File: src/rtl/rr_mux_reg_pkg.sv
// ---------------------------------------------------------------------------
// rr_mux_reg_pkg
// Shared definitions for the registered round-robin selection mux.
//   MODE_RR / MODE_FIXED : encodings of the 'mode' input
//   out_state_e          : state of the single output register
//   wrap_inc             : index increment that wraps at n-1 back to 0
// ---------------------------------------------------------------------------
package rr_mux_reg_pkg;

    localparam logic MODE_RR    = 1'b0;
    localparam logic MODE_FIXED = 1'b1;

    typedef enum logic {
        OUT_EMPTY = 1'b0,
        OUT_FULL  = 1'b1
    } out_state_e;

    // Wraps explicitly at n-1 so non-power-of-two channel counts never
    // step into unused index encodings.
    function automatic int wrap_inc(input int idx, input int n);
        return (idx >= n - 1) ? 0 : idx + 1;
    endfunction

endpackage

File: src/rtl/rr_mux_reg_arbiter.sv
// ---------------------------------------------------------------------------
// rr_mux_reg_arbiter
// Purely combinational round-robin arbiter. It searches the request vector
// starting at 'ptr' and wrapping modulo NUM_IN, and grants the first
// requester found.
//   req   [NUM_IN-1:0] : per-channel request
//   ptr   [SEL_W-1:0]  : channel with highest priority this cycle
//   grant [NUM_IN-1:0] : one-hot grant, all zero when nothing requests
//   index [SEL_W-1:0]  : encoded index of the granted channel (0 if none)
// ---------------------------------------------------------------------------
module rr_mux_reg_arbiter
    import rr_mux_reg_pkg::*;
#(
    parameter  int NUM_IN = 8,
    localparam int SEL_W  = $clog2(NUM_IN)
) (
    input  logic [NUM_IN-1:0] req,
    input  logic [SEL_W-1:0]  ptr,
    output logic [NUM_IN-1:0] grant,
    output logic [SEL_W-1:0]  index
);

    // Walk the channels once, starting at the pointer. The 'found' flag
    // freezes the result on the first hit so later requesters are ignored.
    // A pointer outside 0..NUM_IN-1 cannot come from the top module, but
    // is folded back to 0 so the search stays in range.
    always_comb begin
        int  idx;
        logic found;
        grant = '0;
        index = '0;
        found = 1'b0;
        idx   = (int'(ptr) < NUM_IN) ? int'(ptr) : 0;
        for (int step = 0; step < NUM_IN; step++) begin
            if (!found && req[idx]) begin
                found      = 1'b1;
                grant[idx] = 1'b1;
                index      = SEL_W'(idx);
            end
            idx = wrap_inc(idx, NUM_IN);
        end
    end

endmodule

File: src/rtl/rr_mux_reg.sv
// ---------------------------------------------------------------------------
// rr_mux_reg
// Parametrised N-input registered selection mux with valid/ready handshakes
// on every input channel and on the output. It selects one requesting
// channel, either round-robin or by a fixed select, captures that channel's
// data into one output register, and presents the data with its source tag.
//
// Ports:
//   clk        : clock, all state updates on the rising edge
//   rst        : synchronous reset, active low
//   in_data    : flattened inputs, channel i at [i*WIDTH +: WIDTH]
//   in_valid   : per-channel request
//   in_ready   : per-channel accept (combinational, at most one bit set)
//   mode       : 0 = round-robin, 1 = fixed select via 'sel'
//   sel        : channel used in fixed mode; values >= NUM_IN select nothing
//   out_data   : registered selected data
//   out_src    : registered index of the channel that produced out_data
//   out_valid  : output register holds valid data
//   out_ready  : downstream accept
// ---------------------------------------------------------------------------
module rr_mux_reg
    import rr_mux_reg_pkg::*;
#(
    parameter  int WIDTH  = 64,
    parameter  int NUM_IN = 8,
    localparam int SEL_W  = $clog2(NUM_IN)
) (
    input  logic                      clk,
    input  logic                      rst,
    input  logic [NUM_IN*WIDTH-1:0]   in_data,
    input  logic [NUM_IN-1:0]         in_valid,
    output logic [NUM_IN-1:0]         in_ready,
    input  logic                      mode,
    input  logic [SEL_W-1:0]          sel,
    output logic [WIDTH-1:0]          out_data,
    output logic [SEL_W-1:0]          out_src,
    output logic                      out_valid,
    input  logic                      out_ready
);

    out_state_e          state;
    logic [SEL_W-1:0]    rr_ptr;

    logic                load_en;
    logic [NUM_IN-1:0]   rr_grant;
    logic [SEL_W-1:0]    rr_index;
    logic [NUM_IN-1:0]   fixed_grant;
    logic [NUM_IN-1:0]   grant;
    logic [SEL_W-1:0]    win_idx;
    logic                transfer;
    logic [WIDTH-1:0]    chan [NUM_IN];
    logic [WIDTH-1:0]    win_data;

    // Unpack the flattened input bus so the winner can be picked by index.
    for (genvar g = 0; g < NUM_IN; g++) begin : g_unpack
        assign chan[g] = in_data[g*WIDTH +: WIDTH];
    end

    rr_mux_reg_arbiter #(
        .NUM_IN (NUM_IN)
    ) u_arbiter (
        .req   (in_valid),
        .ptr   (rr_ptr),
        .grant (rr_grant),
        .index (rr_index)
    );

    assign out_valid = (state == OUT_FULL);

    // The register can take a new word when empty, or when full and the
    // downstream side drains it in the same cycle.
    assign load_en = !out_valid || out_ready;

    // Fixed-select grant: only an in-range select whose channel is
    // requesting wins; out-of-range selects simply produce no grant.
    always_comb begin
        fixed_grant = '0;
        if (int'(sel) < NUM_IN) begin
            if (in_valid[sel]) begin
                fixed_grant[sel] = 1'b1;
            end
        end
    end

    // Mode picks which grant source is live. Because this is evaluated
    // every cycle, a mode or select change applies to the very next grant.
    always_comb begin
        grant   = rr_grant;
        win_idx = rr_index;
        if (mode == MODE_FIXED) begin
            grant   = fixed_grant;
            win_idx = sel;
        end
    end

    // No channel is accepted during reset, so a word offered in a reset
    // cycle is never consumed.
    assign in_ready = (rst && load_en) ? grant : '0;
    assign transfer = |in_ready;
    assign win_data = chan[win_idx];

    // Output register FSM and round-robin pointer. A transfer loads the
    // word and tag; a load opportunity without a winner empties the
    // register while leaving stale data/tag behind; a stalled full register
    // holds everything. Only round-robin transfers advance the pointer, to
    // the channel after the winner.
    always_ff @(posedge clk) begin
        if (!rst) begin
            state    <= OUT_EMPTY;
            out_data <= '0;
            out_src  <= '0;
            rr_ptr   <= '0;
        end else if (load_en) begin
            if (transfer) begin
                state    <= OUT_FULL;
                out_data <= win_data;
                out_src  <= win_idx;
                if (mode == MODE_RR) begin
                    rr_ptr <= SEL_W'(wrap_inc(int'(win_idx), NUM_IN));
                end
            end else begin
                state <= OUT_EMPTY;
            end
        end
    end

endmodule

File: config.mk
export PLATFORM = sky130hd
export DESIGN_NAME = rr_mux_reg
export DESIGN_NICKNAME = d
export VERILOG_FILES = /design/src/rtl/rr_mux_reg_pkg.sv /design/src/rtl/rr_mux_reg_arbiter.sv /design/src/rtl/rr_mux_reg.sv
export SDC_FILE = /design/constraint.sdc
export NUM_CORES = 1
export LEC_CHECK = 0
export BUFFER_PORTS_ARGS = -buffer_cell sky130_fd_sc_hd__clkbuf_2
export CAP_MARGIN = 40
export CORE_AREA = 2 2 237 239
export CTS_BUF_LIST = sky130_fd_sc_hd__clkbuf_4
export DETAILED_ROUTE_END_ITERATION = 6
export DIE_AREA = 0 0 239 241
export PLACE_DENSITY = 0.47
export SYNTH_ARGS = -nofsm -noshare
export SYNTH_HDL_FRONTEND = slang
export SYNTH_SLANG_ARGS = --single-unit
export TNS_END_PERCENT = 10
File: constraint.sdc
create_clock -name clk -period 15.31 [get_ports clk]
set_clock_uncertainty 0.1 [all_clocks]
set_input_delay 0.7655 -clock clk [delete_from_list [all_inputs] [get_ports clk]]
set_output_delay 0.7655 -clock clk [all_outputs]
set_load 0.01 [all_outputs]
==> After elaboration in Yosys (flattened, before gate mapping) <==
Index checks and enable logic that the tools add are counted.
{ "op_classes": {"n_addsub": 8, "n_lt_le_gt_ge": 27, "n_bitwise": 9, "n_mux": 82, "n_reduce_logical": 29} }
{ "ops": {"columns": ["operator", "count"], "rows": [
  ["$ge 32x1->1 const B", 7],
  ["$lt 32x5->1 const B", 7],
  ["$mux 32", 7],
  ["$add 32x2->32 const B", 6],
  ["$bmux 64 s3", 1],
  ["$ge 32x4->1 const B", 6],
  ["$mux 64", 2],
  ["$mux 8", 11],
  ["$or 8x8->8", 7],
  ["$mux 1", 33],
  ["$mux 3", 10],
  ["$bmux 1 s3", 9],
  ["$demux 1 s3", 9],
  ["$logic_and 1x1->1", 17],
  ["$logic_not 1->1", 8],
  ["$lt 3x4->1 const B", 2],
  ["$reduce_or 8->1", 1],
  ["$ge 3x1->1 const B", 2],
  ["$ge 3x3->1 const B", 2],
  ["$add 3x1->4 const B", 1],
  ["$ge 4x4->1 const B", 1],
  ["$not 3->4", 1],
  ["$add 3x1->3 const B", 1],
  ["$reduce_and 3->1", 1],
  ["other kinds (3)", 3]
]} }
{ "totals": {"input_bits": 527, "out_inout_bits": 76, "word_cells": 159, "ff_bits": 71} }

==> Depth between registers and ports, before layout <==
Gate-level depths: netlist of run 1.
{ "logic_depth": {"ltp_word": 30, "depth_mapped": 42, "mapped_depth_nobuf": 37} }

==> By module <==
A second synthesis of run 1 with hierarchy kept.
{ "hier_totals": {"cells_unflattened": 1574, "hier_area_um2": 9670.5} }
{ "modules_own_cells": {"columns": ["module", "cells_each", "seq_area_each_um2", "n_inst", "area_per_inst_um2"], "rows": [
  ["rr_mux_reg", 1225, 1421.4, 1, 7360.8],
  ["rr_mux_reg_arbiter", 349, 0.0, 1, 2309.7]
]} }

==> Worst setup path after synthesis of run 1 <==
OpenSTA, ideal clock, no wires.
{ "synth_path": {"path_kind": "flip-flop to flip-flop", "start": "register rr_ptr[0]", "end": "register out_data[10]", "period_less_slack_ns": 7.952, "n_path_buf": 7, "required_time_ns": 15.063, "setup_ns": 0.147, "setup_slack_ns": 7.358, "arrival_time_ns": 7.705, "path_stages_with_launch": 40, "path_cell_list": "dfxtp_1 ha_1 ha_1 buf_2 nor2_4 inv_2 buf_1 clkbuf_1 nor3_1 ha_1 a31o_1 buf_4 nand2_1 nor2_1 ha_1 o21ai_0 a21oi_1 a21boi_4 [4 not listed] nand3_1 o41ai_1 a21o_1 ha_1 mux4_2 nor2b_1 o21ai_0 o31ai_1 o2bb2ai_1 or4_4 buf_6 nor2_8 a2bb2oi_4 buf_12 buf_12 mux4_1 nand2_1 a311oi_2"} }
{ "synth_between": {"elab_chain_len": 30, "elab_cells_between_ends": 137, "cone_classes": "add/sub (7); order compare (23); mux (75); bitwise (8); reduce/logical (24)"} }
{ "synth_rtl": {"columns": ["element", "line_no", "text"], "rows": [
  ["from (decl)", "rr_mux_reg.sv:42", "logic [SEL_W-1:0] rr_ptr;"],
  ["from (signal assigned)", "rr_mux_reg.sv:119", "rr_ptr <= SEL_W'(wrap_inc(int'(win_idx), NUM_IN));"],
  ["parallel branches: the longest is 30 deep, another holds $add 32x2->32", null, null],
  ["to (signal assigned)", "rr_mux_reg.sv:116", "out_data <= win_data;"],
  ["to (decl)", "rr_mux_reg.sv:35", "output logic [WIDTH-1:0] out_data,"]
]} }
Several ways; the timed one is not identified. The select of a mux whose other input is x is not followed.
A chain may end at the register's enable or synchronous reset.

==> Worst setup path in the final report of run 1 <==
{ "layout_path": {"start": "register rr_ptr[0]", "end": "register out_data[63]"} }
The elaborated chain is that of the path after synthesis.

==> impl_metrics.toml, run 1 <==
[route]
drc_errors = 0
drt_first_pass_iters = 5
via_per_inst = 4.93
drt_iter0_drc = 810
wirelength_mm = 56.2
wl_per_cell_um = 24.5
vias = 11300
ant_nets = 0

[pwr]
pwr-share-clk = 0.054
internal-power_mw = 1.29
comb_power_share = 0.837
switching_share = 0.561
power.density_mw_per_mm2 = 222
p_sw_mw = 1.65
power_frac_seq = 0.109
irDropWorstVdd_uv = 82.8
p_leak_nw = 5.99

[floorplan]
core-area_mm2 = 0.0549
die_y_um = 241
ioPinCount = 603
die_w_um = 239
initial_utilization = 0.173
num_rows = 86
dieArea_mm2 = 0.0576

[critical_path]
cp_max_fo = 70
rr_startpoint = "rr_ptr[0]"
cp_slowest_stage_delay_ns = 0.75
cp_common_cell = "ha_1"
reg2reg_setup_slack_ns = 4.79
criticalPathCategory = "register to register"
r2r-end = "out_data[63]"
crit_family = "buffers and inverters"
slowest_stage = "buf_4"
cp-end-kind = "register"
setup.worst_path.start_class = "register"
cp.arrival_ns = 10.83
endpoint = "out_data[63]"
critPathBufInv = 5
cp.depth = 35
cp-startpoint = "rr_ptr[0]"
rr_worst_depth = 35
worst_ep_required_time_ns = 15.62

[global_routing]
grt_overflow_total = 0
track_usage = 0.188
grt_pass1_vias = 11300
grt_max_degree = 71
grt_pass1_wl_mm = 79.1
antenna_found_initial = 16

[sta]
rsz0062_at_grt = "false"
post-route-min-period_ns = 10.52
worst_slew_pin_slew_ns = 0.966
slew_viol_final = 0
slew_headroom = 0.352
timing.final.crit_share = 0.687
setup_tns_ns = 0
hold_viol = 0
max_freq_ghz = 0.0951
whs_ns = 0.391
finalSetupViolCount = 0

[synth]
synth_top_area_cell = "dfxtp_1"
synth_top_area_share = 0.150
ys_seq_area_frac = 0.150
synthCells = 1039
avgSynthCellArea_um2 = 9.15
syn_nets = 1582
synth_mux_area_frac = 0.341
yosys-top-cells-count = "153 x nand2_1, 85 x mux2i_1, 76 x nor3_1, 71 x dfxtp_1, 65 x o211ai_1"
synthArstFlopShare = 0
synth-edff-count = 0
synth_adder_area_share = 0.0211
synth_flop_cell = "dfxtp_1"
synth-xor-area-share = 0.000922
yosys.area_share.simple = 0.174
synth_compound_area_frac = 0.237
yosysWarnings = 0
synth.most_common_cell = "nand2_1"
syn_area_mm2 = 0.00950
synth_cell_type_count = 87
synthTopCellsByArea = "dfxtp_1 15%, mux4_1 10%, mux2i_1 9.0%, mux2_2 7.6%, mux4_2 7.1%"
synth_top_family_by_area = "multiplexers"
yosys_register_bits = 71

[cells_and_area]
register_area_mm2 = 0.00142
fin_nets = 2113
multi_input_area_mm2 = 0.00741
syn_to_final_growth_pct = 39.6
fill_cells = 6099
drive_gt1_frac = 0.508

[cts]
numClockSinks = 71
cts_tree = "done"
clock_path_buffers = 2
clk_pin_slew_worst_paths_ns = 0.16
cts_setup_buffers = 0
root_buffer = "clkbuf_4"
worst_skew_pair.late_latency_ns = 0.55
ctsResizeCount = 0
hold_buffers = 0
htreeDepth = 3
cts_buffers = 9

[place]
portBuffers = 602
place.gp.congestion = 0.960
hpwl_mm = 45.8

[min_path]
hold_class = "register to register"

[run_status]
outcome = "finished, final reports clean"

[flow_run]
max_cap_viol_count = 0
-- registers in the layout, indices dropped and copies added (netlist names) --
register / flops
out_data: 64
out_src: 3
rr_ptr: 3
out_valid: 1
-- layout make-up --
cell class	count	share of cell area
Tap cell	704	0.0664
Clock inverter	6	0.00651
Multi-Input combinational cell	839	0.559
Inverter	23	0.00660
Clock buffer	9	0.00509
Antenna cell	12	0.00226
Timing Repair Buffer	626	0.247
Sequential cell	71	0.107
-- routing by layer --
metal | track usage | vias to the layer above | routed length [um]
met4 | 0.0672 | 2 | 1440
li1 | - | 5240 | -
met5 | 0 | - | 13
met1 | 0.239 | 5526 | 23900
met2 | 0.318 | 468 | 27900
met3 | 0.0331 | 57 | 3010
-- cells by family (layout without fill, tap and decap cells) --
| kind of cell | Yosys count | count (layout) |
|---|---|---|
| buf+inv | 129 | 664 |
| other cells | 1 | 13 |
| xor+xnor | 1 | 1 |
| simple gates | 340 | 340 |
| mux | 217 | 217 |
| fa+ha+maj | 16 | 16 |
| flops | 71 | 71 |
| compound gates | 264 | 264 |
-- worst min-delay path by stage --
| stage | from | endpoint | slack (ns) | cells after the start |
|---|---|---|---|---|
| 4_1_cts | out_ready | out_valid | 0.32 | 3 |
| 6_report | out_src[1] | out_src[1] | 0.39 | 2 |
| 2_1_floorplan | out_src[0] | out_src[0] | 0.39 | 2 |
| 3_5_place_dp | out_src[1] | out_src[1] | 0.38 | 2 |
| 5_1_grt | out_ready | out_valid | 0.38 | 3 |
| 3_3_place_gp | out_src[1] | out_src[1] | 0.38 | 2 |
-- power groups by stage --
stage / registers, mW / clock network (mW) / logic, mW
2_1_floorplan: 0.338 / 0 / 1.76
3_3_place_gp: 0.323 / 0 / 2.44
3_5_place_dp: 0.326 / 0 / 2.47
4_1_cts: 0.321 / 0.172 / 2.47
5_1_grt: 0.331 / 0.176 / 2.67
6_report: 0.321 / 0.158 / 2.47
-- worst min-delay path, stage by stage (launching register included) --
cell and delay (ns):
dfxtp_1 0.35, nand3_1 0.06, a21oi_1 0.06
-- metrics by stage --
stage / worst slack (ns) / power (mW) / area, um^2 / cells / utilization
6_report: 4.79 / 2.95 / 13300 / 2290 / 0.242
4_1_cts: 4.85 / 2.97 / 13200 / 2278 / 0.241
3_5_place_dp: 4.91 / 2.79 / 13100 / 2263 / 0.238
3_3_place_gp: 5.00 / 2.77 / 12900 / 2254 / 0.236
5_1_grt: 3.94 / 3.18 / 13300 / 2290 / 0.242
2_1_floorplan: 7.36 / 2.10 / 9500 / 1039 / -
-- cell usage in the layout (no fill, tap or decap), types with 11 or more instances in the layout --
| cell | count |
|---|---|
| o211ai_1 | 65 |
| a311oi_2 | 30 |
| clkbuf_2 | 602 |
| a21oi_1 | 28 |
| mux2i_1 | 85 |
| buf_4 | 16 |
| nor2_1 | 17 |
| inv_1 | 20 |
| nand2_1 | 153 |
| mux4_2 | 30 |
| nor3_1 | 76 |
| mux2_2 | 64 |
| diode_2 | 12 |
| ha_1 | 16 |
| a211oi_1 | 11 |
| nand3_1 | 25 |
| o21ai_0 | 18 |
| nand4_1 | 13 |
| a311oi_1 | 34 |
| dfxtp_1 | 71 |
| mux4_1 | 37 |
Note: power is estimated with default switching activity, not from simulation.
==> run 2: changes to the inputs <==
clock period = 10.89 ns   (was 15.31 ns; I/O delays follow)
==> run 2 against run 1 <==
Flip-flop and latch count unchanged; combinational power up 41%; setup slack worse by 3.3 ns; sequential power up 41%; largest cell class unchanged; largest power group unchanged.
==> impl_metrics.toml, run 2 (same netlist as run 1, synthesis figures left out) <==
[sta]
slew_viol_final = 0
finalSetupViolCount = 0
hold_viol = 0
slew_headroom = 0.276
setup_tns_ns = 0
timing.final.crit_share = 0.862
post-route-min-period_ns = 9.39
rsz0062_at_grt = "false"
max_freq_ghz = 0.106
worst_slew_pin_slew_ns = 1.09

[critical_path]
setup.worst_path.start_class = "register"
cp_slowest_stage_delay_ns = 0.72
worst_ep_required_time_ns = 11.20
cp-end-kind = "register"
cp_common_cell = "ha_1"
rr_startpoint = "rr_ptr[0]"
criticalPathCategory = "register to register"
cp_max_fo = 36
cp-startpoint = "rr_ptr[0]"
slowest_stage = "dfxtp_1"
cp.arrival_ns = 9.70

[cts]
clk_pin_slew_worst_paths_ns = 0.12
clock_path_buffers = 2
htreeDepth = 3
numClockSinks = 71
cts_tree = "done"
cts_buffers = 9
root_buffer = "clkbuf_4"
worst_skew_pair.late_latency_ns = 0.48
hold_buffers = 0
ctsResizeCount = 0
cts_setup_buffers = 0

[floorplan]
initial_utilization = 0.173
ioPinCount = 603
dieArea_mm2 = 0.0576
core-area_mm2 = 0.0549
die_w_um = 239
num_rows = 86
die_y_um = 241

[global_routing]
grt_max_degree = 100
grt_overflow_total = 0
grt_pass1_vias = 11400
antenna_found_initial = 17
track_usage = 0.183
grt_pass1_wl_mm = 76.8

[route]
drt_iter0_drc = 769
via_per_inst = 4.88
drc_errors = 0
ant_nets = 0
vias = 11200
drt_first_pass_iters = 5
wl_per_cell_um = 23.9
wirelength_mm = 54.8

[pwr]
p_leak_nw = 5.98
irDropWorstVdd_uv = 154
power.density_mw_per_mm2 = 312
fin_total_pwr_mw = 4.13

[cells_and_area]
largest_reg_flops = 64
fin_nets = 2116
syn_to_final_growth_pct = 39.4
layout_commonest_cell = "clkbuf_2"
multi_input_area_mm2 = 0.00741
reg_top3 = "out_data x64, out_src x3, rr_ptr x3"
register_area_mm2 = 0.00142
drive_gt1_frac = 0.507
fill_cells = 6093
regMostFlops = "out_data"
final_cell_mix = "602 x clkbuf_2, 153 x nand2_1, 85 x mux2i_1, 76 x nor3_1, 71 x dfxtp_1"

[place]
place.gp.congestion = 0.966
portBuffers = 602
hpwl_mm = 45.7

[flow_run]
max_cap_viol_count = 0

[min_path]
hold_class = "input port to register"
hold_start = "out_ready"

[run_status]
outcome = "finished, final reports clean"
[run 2: changes by cell type in the layout (fill, tap and decap cells not counted)]
cell	previous run	this run
buf_4	16	20
buf_12	4	6
buf_16	2	0
buf_2	2	0
buf_1	0	1
bufinv_16	2	1
clkinv_1	0	1
clkinv_2	3	2
clkinvlp_4	1	2
[run 2: metal layers]
| layer | track usage | wire, um |
|---|---|---|
| met5 | 0 | 0 |
| met4 | 0.0801 | 2070 |
| met3 | 0.0283 | 3080 |
| met2 | 0.304 | 26500 |
| met1 | 0.234 | 23200 |
[run 2: cell type report]
type | instances | area share
Inverter | 23 | 0.00661
Clock inverter | 6 | 0.00472
Timing Repair Buffer | 629 | 0.248
Sequential cell | 71 | 0.107
Antenna cell | 12 | 0.00227
Tap cell | 704 | 0.0665
Multi-Input combinational cell | 839 | 0.559
Clock buffer | 9 | 0.00510
[run 2: per-stage QoR]
step                hold WS (ns)  area (um^2)  std cells  setup slack (ns)   util
detailed placement         0.455        13100       2266              1.62  0.239
CTS                        0.268        13200       2281              1.58  0.241
global placement           0.451        13100       2264              1.57  0.238
global route               0.323        13200       2291             0.571  0.241
finish                     0.370        13300       2293              1.50  0.241
floorplan                  0.388         9500       1039              2.94      -
[run 2: worst paths after layout]
kind                  endpoint  slack [ns]  depth (start not counted)
setup / recovery  out_data[30]        1.50                         35
hold reg to reg     out_src[2]        0.47                          2
hold / removal       out_valid        0.37                          3
setup reg to reg  out_data[30]        1.50                         35
[run 2: where the power goes]
part | internal [mW] | leakage, nW | total [mW] | switching, mW
combinational | 1.38 | 5.32 | 3.49 | 2.12
clock | 0.0676 | 0.0655 | 0.182 | 0.115
sequential | 0.367 | 0.591 | 0.454 | 0.0863
[run 2: critical path: cells and delay by family (launching register included)]
family                   cells  cell delay (ns)
adder cells (fa/ha/maj)      8             2.54
AO/OA/AOI/OAI               12             2.40
AND/OR/NAND/NOR              9             1.83
buffers and inverters        5             1.35
flip-flops                   1             0.72
multiplexers                 1             0.28
